--- src/rtl/fp_cvt_pkg.sv ---
// Shared configuration and stage payload types for the linear-to-float converter.
// The default widths below are the only configuration the stage structs support.
package fp_cvt_pkg;

    localparam int CVT_IN_W  = 12;
    localparam int CVT_EXP_W = 3;
    localparam int CVT_SIG_W = 4;
    localparam int EXP_MAX   = 2**CVT_EXP_W - 1;

    // The input must hold exactly one significand plus every exponent step.
    function automatic bit cfg_ok(input int inW, input int expW, input int sigW);
        return inW == sigW + 2**expW;
    endfunction

    typedef struct packed {
        logic                 s;
        logic [CVT_IN_W-1:0]  mag;
        logic                 rnd;
    } mag_stage_t;

    typedef struct packed {
        logic                 s;
        logic [CVT_SIG_W-1:0] sig;
        logic [CVT_EXP_W-1:0] exp;
        logic                 fifth;
        logic                 rnd;
    } norm_stage_t;

endpackage

--- src/rtl/fp_cvt_pipe_normalize.sv ---
// Combinational normaliser: leading-zero count of the magnitude, then
// exponent, significand window and the first dropped bit used for rounding.
module fp_normalize
    import fp_cvt_pkg::*;
#(
    parameter int IN_W  = CVT_IN_W,
    parameter int EXP_W = CVT_EXP_W,
    parameter int SIG_W = CVT_SIG_W
) (
    input  logic [IN_W-1:0]  mag_i,
    output logic [EXP_W-1:0] exp_o,
    output logic [SIG_W-1:0] sig_o,
    output logic             fifth_o
);

    localparam int LZ_W = $clog2(IN_W + 1);

    logic [LZ_W-1:0] lz;
    logic [LZ_W-1:0] shiftAmt;

    // Ascending scan: the last set bit found is the most significant one.
    always_comb begin
        lz = LZ_W'(IN_W);
        for (int i = 0; i < IN_W; i++) begin
            if (mag_i[i]) begin
                lz = LZ_W'(IN_W - 1 - i);
            end
        end
        shiftAmt = LZ_W'(2**EXP_W) - lz;
        exp_o    = '0;
        sig_o    = mag_i[SIG_W-1:0];
        fifth_o  = 1'b0;
        if (lz < LZ_W'(2**EXP_W)) begin
            exp_o   = EXP_W'(shiftAmt);
            sig_o   = SIG_W'(mag_i >> shiftAmt);
            fifth_o = mag_i[shiftAmt - LZ_W'(1)];
        end
    end

endmodule

--- src/rtl/fp_cvt_pipe.sv ---
// Three-stage linear-to-float converter (sign/magnitude, normalise, round)
// with a valid/ready stream interface; all stages stall together.
module fp_cvt_pipe
    import fp_cvt_pkg::*;
#(
    parameter int IN_W  = CVT_IN_W,
    parameter int EXP_W = CVT_EXP_W,
    parameter int SIG_W = CVT_SIG_W
) (
    input  logic             clk,
    input  logic             rst,
    input  logic             in_valid,
    output logic             in_ready,
    input  logic [IN_W-1:0]  d,
    input  logic             rnd_en,
    output logic             out_valid,
    input  logic             out_ready,
    output logic             s,
    output logic [EXP_W-1:0] e,
    output logic [SIG_W-1:0] f
);

    if (!cfg_ok(IN_W, EXP_W, SIG_W) || IN_W != CVT_IN_W ||
        EXP_W != CVT_EXP_W || SIG_W != CVT_SIG_W) begin : g_cfg_err
        $error("fp_cvt_pipe: unsupported width configuration");
    end

    logic             adv;
    logic             v1_q, v2_q, v3_q;
    mag_stage_t       s1_d, s1_q;
    norm_stage_t      s2_d, s2_q;
    logic             s_d, s_q;
    logic [EXP_W-1:0] e_d, e_q;
    logic [SIG_W-1:0] f_d, f_q;
    logic [EXP_W-1:0] nExp;
    logic [SIG_W-1:0] nSig;
    logic             nFifth;
    logic [IN_W-1:0]  magAbs;
    logic [SIG_W:0]   sigInc;

    assign adv       = !v3_q || out_ready;
    assign in_ready  = adv;
    assign out_valid = v3_q;
    assign s         = s_q;
    assign e         = e_q;
    assign f         = f_q;

    // The most negative sample has no positive twin, so it saturates.
    always_comb begin
        if (!d[IN_W-1]) begin
            magAbs = d;
        end else if (d == {1'b1, {(IN_W-1){1'b0}}}) begin
            magAbs = {1'b0, {(IN_W-1){1'b1}}};
        end else begin
            magAbs = -d;
        end
        s1_d = '{s: d[IN_W-1], mag: magAbs, rnd: rnd_en};
    end

    fp_normalize #(.IN_W(IN_W), .EXP_W(EXP_W), .SIG_W(SIG_W)) u_normalize (
        .mag_i   (s1_q.mag),
        .exp_o   (nExp),
        .sig_o   (nSig),
        .fifth_o (nFifth)
    );

    assign s2_d = '{s: s1_q.s, sig: nSig, exp: nExp, fifth: nFifth, rnd: s1_q.rnd};

    // A carry out of the significand renormalises to 1000.. and bumps the
    // exponent; at the top exponent the code clamps to the largest value.
    always_comb begin
        sigInc = {1'b0, s2_q.sig} + (SIG_W+1)'(1);
        s_d    = s2_q.s;
        e_d    = s2_q.exp;
        f_d    = s2_q.sig;
        if (s2_q.rnd && s2_q.fifth) begin
            if (sigInc[SIG_W]) begin
                if (s2_q.exp == EXP_W'(EXP_MAX)) begin
                    f_d = '1;
                end else begin
                    e_d = s2_q.exp + EXP_W'(1);
                    f_d = {1'b1, {(SIG_W-1){1'b0}}};
                end
            end else begin
                f_d = sigInc[SIG_W-1:0];
            end
        end
    end

    always_ff @(posedge clk or posedge rst) begin
        if (rst) begin
            v1_q <= 1'b0;
            v2_q <= 1'b0;
            v3_q <= 1'b0;
            s1_q <= '0;
            s2_q <= '0;
            s_q  <= 1'b0;
            e_q  <= '0;
            f_q  <= '0;
        end else if (adv) begin
            v1_q <= in_valid;
            v2_q <= v1_q;
            v3_q <= v2_q;
            if (in_valid) begin
                s1_q <= s1_d;
            end
            if (v1_q) begin
                s2_q <= s2_d;
            end
            // Outputs keep the last result through bubbles.
            if (v2_q) begin
                s_q <= s_d;
                e_q <= e_d;
                f_q <= f_d;
            end
        end
    end

endmodule

--- config.mk ---
export PLATFORM = sky130hd
export DESIGN_NAME = fp_cvt_pipe
export DESIGN_NICKNAME = d
export VERILOG_FILES = /design/src/rtl/fp_cvt_pkg.sv /design/src/rtl/fp_cvt_pipe_normalize.sv /design/src/rtl/fp_cvt_pipe.sv
export SDC_FILE = /design/constraint.sdc
export NUM_CORES = 1
export LEC_CHECK = 0
export BUFFER_PORTS_ARGS = -buffer_cell sky130_fd_sc_hd__buf_2
export CORE_ASPECT_RATIO = 1.5
export CORE_MARGIN = 5
export CORE_UTILIZATION = 55
export CTS_BUF_LIST = sky130_fd_sc_hd__clkbuf_8
export DETAILED_ROUTE_END_ITERATION = 16
export GPL_TIMING_DRIVEN = 0
export PLACE_DENSITY = 0.79
export REMOVE_ABC_BUFFERS = 1
export SYNTH_ARGS = -nofsm -noshare
export SYNTH_HDL_FRONTEND = slang
export SYNTH_SLANG_ARGS = --single-unit
--- constraint.sdc ---
create_clock -name clk -period 2.85 [get_ports clk]
set_input_delay 0 -clock clk [delete_from_list [all_inputs] [get_ports clk]]
set_output_delay 0 -clock clk [all_outputs]
set_load 0.05 [all_outputs]
## After elaboration in Yosys (flattened, before gate mapping)

Cells that the tools add are included.

- Mux-type cells: 25
- Reductions and logical operators: 6
- Shifts and indexed selects: 1
- $lt $le $gt $ge: 2
- Equal/unequal tests: 2
- Add/sub/neg operators: 5

Operator list:

| operator | count |
|---|---|
| $mux W4 | 11 |
| $mux W3 | 9 |
| $mux W12 | 2 |
| $eq A12 B12 Y1 const B | 1 |
| $neg A12 Y12 | 1 |
| $shr A12 B4 Y4 | 1 |
| $reduce_and A2 Y1 | 3 |
| $add A4 B1 Y5 const B | 1 |
| $lt A4 B5 Y1 const B | 1 |
| $bmux W1 S4 | 1 |
| $lt A4 B4 Y1 const B | 1 |
| $sub A4 B1 Y4 const B | 1 |
| $sub A4 B4 Y4 const A | 1 |
| $add A3 B1 Y3 const B | 1 |
| $eq A3 B3 Y1 const B | 1 |
| $mux W1 | 2 |
| $logic_and A1 B1 Y1 | 1 |
| $logic_not A1 Y1 | 1 |
| $logic_or A1 B1 Y1 | 1 |

- Output and inout bits: 10
- Input bits: 17
- Bits in registers: 35

## Logic depth before layout (Yosys ltp)

- Depth in word-level cells: 17
- Depth in mapped cells: 14
- Mapped depth without buffers: 11

## Modules after synthesis

Synthesis repeated with hierarchy kept, for this count alone.

- Cells, all modules: 292
- Area total of the unflattened synthesis: 2539.9 µm²

By module, submodules not included:

| module | area each (µm²) | instances | seq. area each (µm²) | cells an instance |
|---|---|---|---|---|
| fp_cvt_pipe | 1742.9 | 1 | 875.8 | 167 |
| fp_normalize | 797.0 | 1 | 0.0 | 125 |

## Worst setup path before layout

Ideal clock, no wire load.

- Kind: register to register
- From: reg s1_q[11] (netlist bit)
- To: reg s2_q[8] (netlist bit)
- Setup time: 0.139 ns
- Arrival: 2.574 ns
- Stages on the path, launching flop included: 14
- Clock period less this slack: 2.713 ns
- Buffers on the path: 2
- Slack: 0.137 ns
- Required time: 2.711 ns
- Path through: dfrtp_1 buf_6 nor2b_4 buf_6 or3_4 o21a_1 clkinv_1 ha_1 inv_1 xnor2_2 nor2_1 a22o_1 nor4_2 a211oi_2

- Word-level cells in the longest chain between the ends: 5
- Elaborated cells on any way between the ends: 6
- Those cells by class: add/sub: 1; order compare: 1; shift: 1; mux: 3

Ends and longest elaborated chain:

| element | RTL line | source |
|---|---|---|
| start, declared | fp_cvt_pipe.sv:30 | `mag_stage_t s1_d, s1_q;` |
| start signal, assigned | fp_cvt_pipe.sv:95 | `s1_q <= '0;` |
| start signal, assigned | fp_cvt_pipe.sv:105 | `s1_q <= s1_d;` |
| $mux W4 (2 in series) | fp_cvt_pipe_normalize.sv:25 | `if (mag_i[i]) begin` |
| $sub A4 B4 Y4 | fp_cvt_pipe_normalize.sv:29 | `shiftAmt = LZ_W'(2**EXP_W) - lz;` |
| $shr A12 B4 Y4 | fp_cvt_pipe_normalize.sv:35 | `sig_o = SIG_W'(mag_i >> shiftAmt);` |
| $mux W4 (*) | fp_cvt_pipe_normalize.sv:33 | `if (lz < LZ_W'(2**EXP_W)) begin` |
| end signal, assigned | fp_cvt_pipe.sv:96 | `s2_q <= '0;` |
| end signal, assigned | fp_cvt_pipe.sv:108 | `s2_q <= s2_d;` |
| end, declared | fp_cvt_pipe.sv:31 | `norm_stage_t s2_d, s2_q;` |

Mark *: on every way between the ends. The rest lies on a longest branch, timed or not.
A chain may end at the register's enable or synchronous reset.

## Final worst setup path

Ends and elaborated chain as after synthesis.

==> metrics.md <==
| Metric | Value |
|---|---|
| Fmax achieved | `between 300 and 400 MHz` |
| Worst clock skew | `between 6 and 7 ps` |
| CP peak stage delay | `470 ps` |
| Switching Share | `between 40% and 50%` |
| Die area | `0.00589 mm^2` |
| Fraction of registers with async set/reset | `100%` |
| Pin count of the biggest net entering global routing | `36` |
| Pleak | `1.25 nW` |
| Vias | `roughly 2300` |
| Combinational power share | `between 50% and 60%` |
| CTS H-tree depth | `2` |
| WP data required | `3010 ps` |
| Buf+Inv Stages, Crit Path | `3` |
| Final Setup Violations | `0` |
| Crit. End Element | `flop` |
| Worst path cell trace | `nor2b_4, or3_4, o21a_4, clkinvlp_4, ha_4, clkinvlp_4, xnor2_4, buf_4, a22o_1, nor4_2, a211oi_2` |
| Placed insts | `around 360` |
| Num Clock Sinks | `35` |
| Global-route wire length before repair | `between 9000 and 10000 um` |
| Antenna Nets Post-Route | `0` |
| Power share of the sequential group | `29.5%` |
| Final nets | `352` |
| Critical path's top delay family | `simple AND/OR/NAND/NOR gates` |
| Die X | `~64 um` |
| Pint | `~0.0016 W` |
| Fin util | `66.0%` |
| Fin cells | `about 380` |
| GPL Wtd Cong | `around 0.9` |
| Clock root buffer | `clkbuf_8` |
| Final Critical Period | `roughly 2700 ps` |
| TritonCTS Buffers | `5` |
| Crit path max fanout | `8` |
| Mapped Area | `0.00244 mm^2` |
| Final WL | `slightly below 6000 um` |
| Port Buffers | `26` |
| Total power | `between 0.003 and 0.004 W` |
| Commonest non-fill, non-tap cell in the layout | `nand2_1` |
| Final TNS setup | `0 ps` |
| Antenna cells | `0` |
| Hpwl dp | `approximately 4100 um` |
| Post-route setup slack | `119 ps` |
| Max-cap violations | `0` |
| Relative max-transition margin | `between 50 and 60%` |
| Starting Density | `a little under three fifths` |
| EDFF count, synth | `0` |
| Post-synthesis register bit count | `35` |
| Avg Cell Area, Syn | `~8.1 um^2` |
| RSZ-0062 raised after global routing | `false` |
| Status | `finished, final reports clean` |
| Total gr overflow | `0` |
| Crit start category | `flop` |
| Critical path's slowest cell | `dfrtp_2` |
| Core area | `about 0.0043 mm^2` |
| Die height | `91.5 um` |
| Worst Tran Pin Value | `a little over 700 ps` |
| Worst Hold Class | `input pin to flop` |
| Net Sw Power | `approximately 0.0014 W` |
| Worst path most repeated cell | `clkinvlp_4` |
| Final hold violation count | `0` |
| PD cells | `between 1000 and 1500 mW/mm^2` |
| Most frequent cells in the layout | `nand2_1, nor2_1, dfrtp_1, o21ai_0, buf_2` |
| Fin crit share | `95.8%` |
| CP Class | `flop to flop` |
| Peak supply drop | `roughly 0.5 mV` |
| Drt wl/cell | `around 15 um` |
| # fillers | `between 300 and 400` |
| Dpl ws | `-733 ps` |
| Share of post-route cells with drive strength above 1 | `between 20% and 30%` |
| # rows | `29` |
| Crit path DAT | `~2900 ps` |
| Synth cell types | `60` |
| GRT Total Usage | `roughly a fifth` |
| Worst skew pair latency | `290 ps` |
| Syn-to-layout area delta | `16.0%` |
| Vias in the first global route | `between 2000 and 2500` |
| DR pass1 iterations | `4` |
| Sequential fraction of the synthesis area | `36.0%` |
| CTS max path bufs | `2` |
| Initial antenna violation count | `0` |
| Top Ports | `27` |
| DR DRC count | `0` |
| Final Max Tran Viols | `0` |
| YS warnings | `0` |
| DR iter-0 viols | `roughly 140` |
| Via/cell ratio | `~6.2` |
| Cells after Synth | `just over 300` |
| CTS tree | `yes` |
| Synth Flop Type | `dfrtp_1` |
| Clk network pwr share | `roughly 15%` |
| CTS clk-pin slew, worst paths | `about 70 ps` |
-- power groups by stage --
stage          Clock [W]  Combinational (W)  Sequential, W
6_report        0.000459            0.00167       0.000889
2_1_floorplan          0           0.000938        0.00103
4_1_cts         0.000467            0.00153       0.000884
3_3_place_gp           0            0.00138       0.000883
3_5_place_dp           0            0.00141       0.000892
5_1_grt         0.000496            0.00181       0.000915
-- state kept, by name, summed over array words and instances (netlist names) --
register and flops:
s1_q 14, s2_q 9, f 4, e 3, out_valid 1, s 1
s_d 1, v1_q 1, v2_q 1
-- synth_stat cells (all sizes together) (2+ instances only) --
cell     count  area (um^2)
nand2       43          161
dfrtp       35          876
nor2        34          128
o21ai       31          166
a21oi       25          129
clkbuf      13         50.0
inv         10         37.5
a31oi        6         37.5
buf          6         55.1
nor2b        6         45.0
xor2         6         52.6
and3         5         31.3
mux2i        5         50.1
nand2b       5         31.3
nand3        5         25.0
a211oi       4         35.0
a22o         4         35.0
and2         4         25.0
ha           4         50.1
o211ai       4         30.0
o31ai        4         30.0
a2111oi      3         26.3
nand4        3         18.8
nor3         3         15.0
nor4         3         31.3
o311ai       3         26.3
or3          3         23.8
a21o         2         15.0
a22oi        2         15.0
o22ai        2         12.5
or4          2         18.8
xnor2        2         25.0
-- worst min-delay path, cell delays in order --
cell	delay [ps]
buf_2	90
o21ai_0	80
o21ai_1	110
-- per-layer routing --
metal  routed length [um]  part of all wire (%)  vias up  global-route usage [%]
li1                     -                     -     1150                       -
met1                 2160                    37     1083                    20.3
met2                 3080                    53       90                    37.9
met3                  307                   5.3       18                    4.20
met4                  211                   3.7        0                    7.94
met5                    0                     0        -                       0
-- repair_timing --
action	in CTS	in global routing
setup endpoints to repair	5	5
resized for setup	10	6
pin swaps	2	3
hold buffers	2	1
endpoints found under the hold margin	2	35
buffers inserted	3	9
-- cell families (layout without fill, tap and decap cells) --
family | after synthesis | count (layout) | synth area share (%)
AO/OA/AOI/OAI | 100 | 100 | 26.5
XOR/XNOR | 8 | 8 | 3.18
adder cells (fa/ha/maj) | 4 | 4 | 2.05
buffers and inverters | 30 | 60 | 6.01
flip-flops | 35 | 35 | 36.0
multiplexers | 6 | 6 | 2.52
AND/OR/NAND/NOR | 119 | 119 | 23.8
-- layout make-up --
type	count	area (um^2)	share of cell area (%)
multi-input cells	237	1470	51.9
flip-flops and latches	35	880	31.1
repair buffers	41	256	9.07
clock buffers	5	68.8	2.43
well taps	46	57.6	2.04
inverters	11	48.8	1.73
clock inverters	3	47.5	1.68
-- worst paths after layout --
check / startpoint / endpoint / slack, ps / cells after the start
min in group asynchronous: rst / e[2]$_DFFE_PP0P_ / 370 / 3
worst max-delay path: s1_q[11]$_DFFE_PP0P_ / s2_q[8]$_DFFE_PP0P_ / 120 / 11
worst min-delay path: d[10] / s1_q[11]$_DFFE_PP0P_ / 30 / 3
worst min register to register: v2_q$_DFFE_PP0N_ / out_valid$_DFFE_PP0N_ / 470 / 2
worst max register to register: s1_q[11]$_DFFE_PP0P_ / s2_q[8]$_DFFE_PP0P_ / 120 / 11
max in group asynchronous: rst / s1_q[12]$_DFFE_PP0P_ / 1970 / 3
-- metrics by stage --
step	instance area (um^2)	hold WS (ps)
floorplan	2330	105
global placement	2520	198
detailed placement	2520	209
CTS	2720	26.0
global route	2830	41.5
finish	2830	25.1
(Power assumes the default switching activity.)
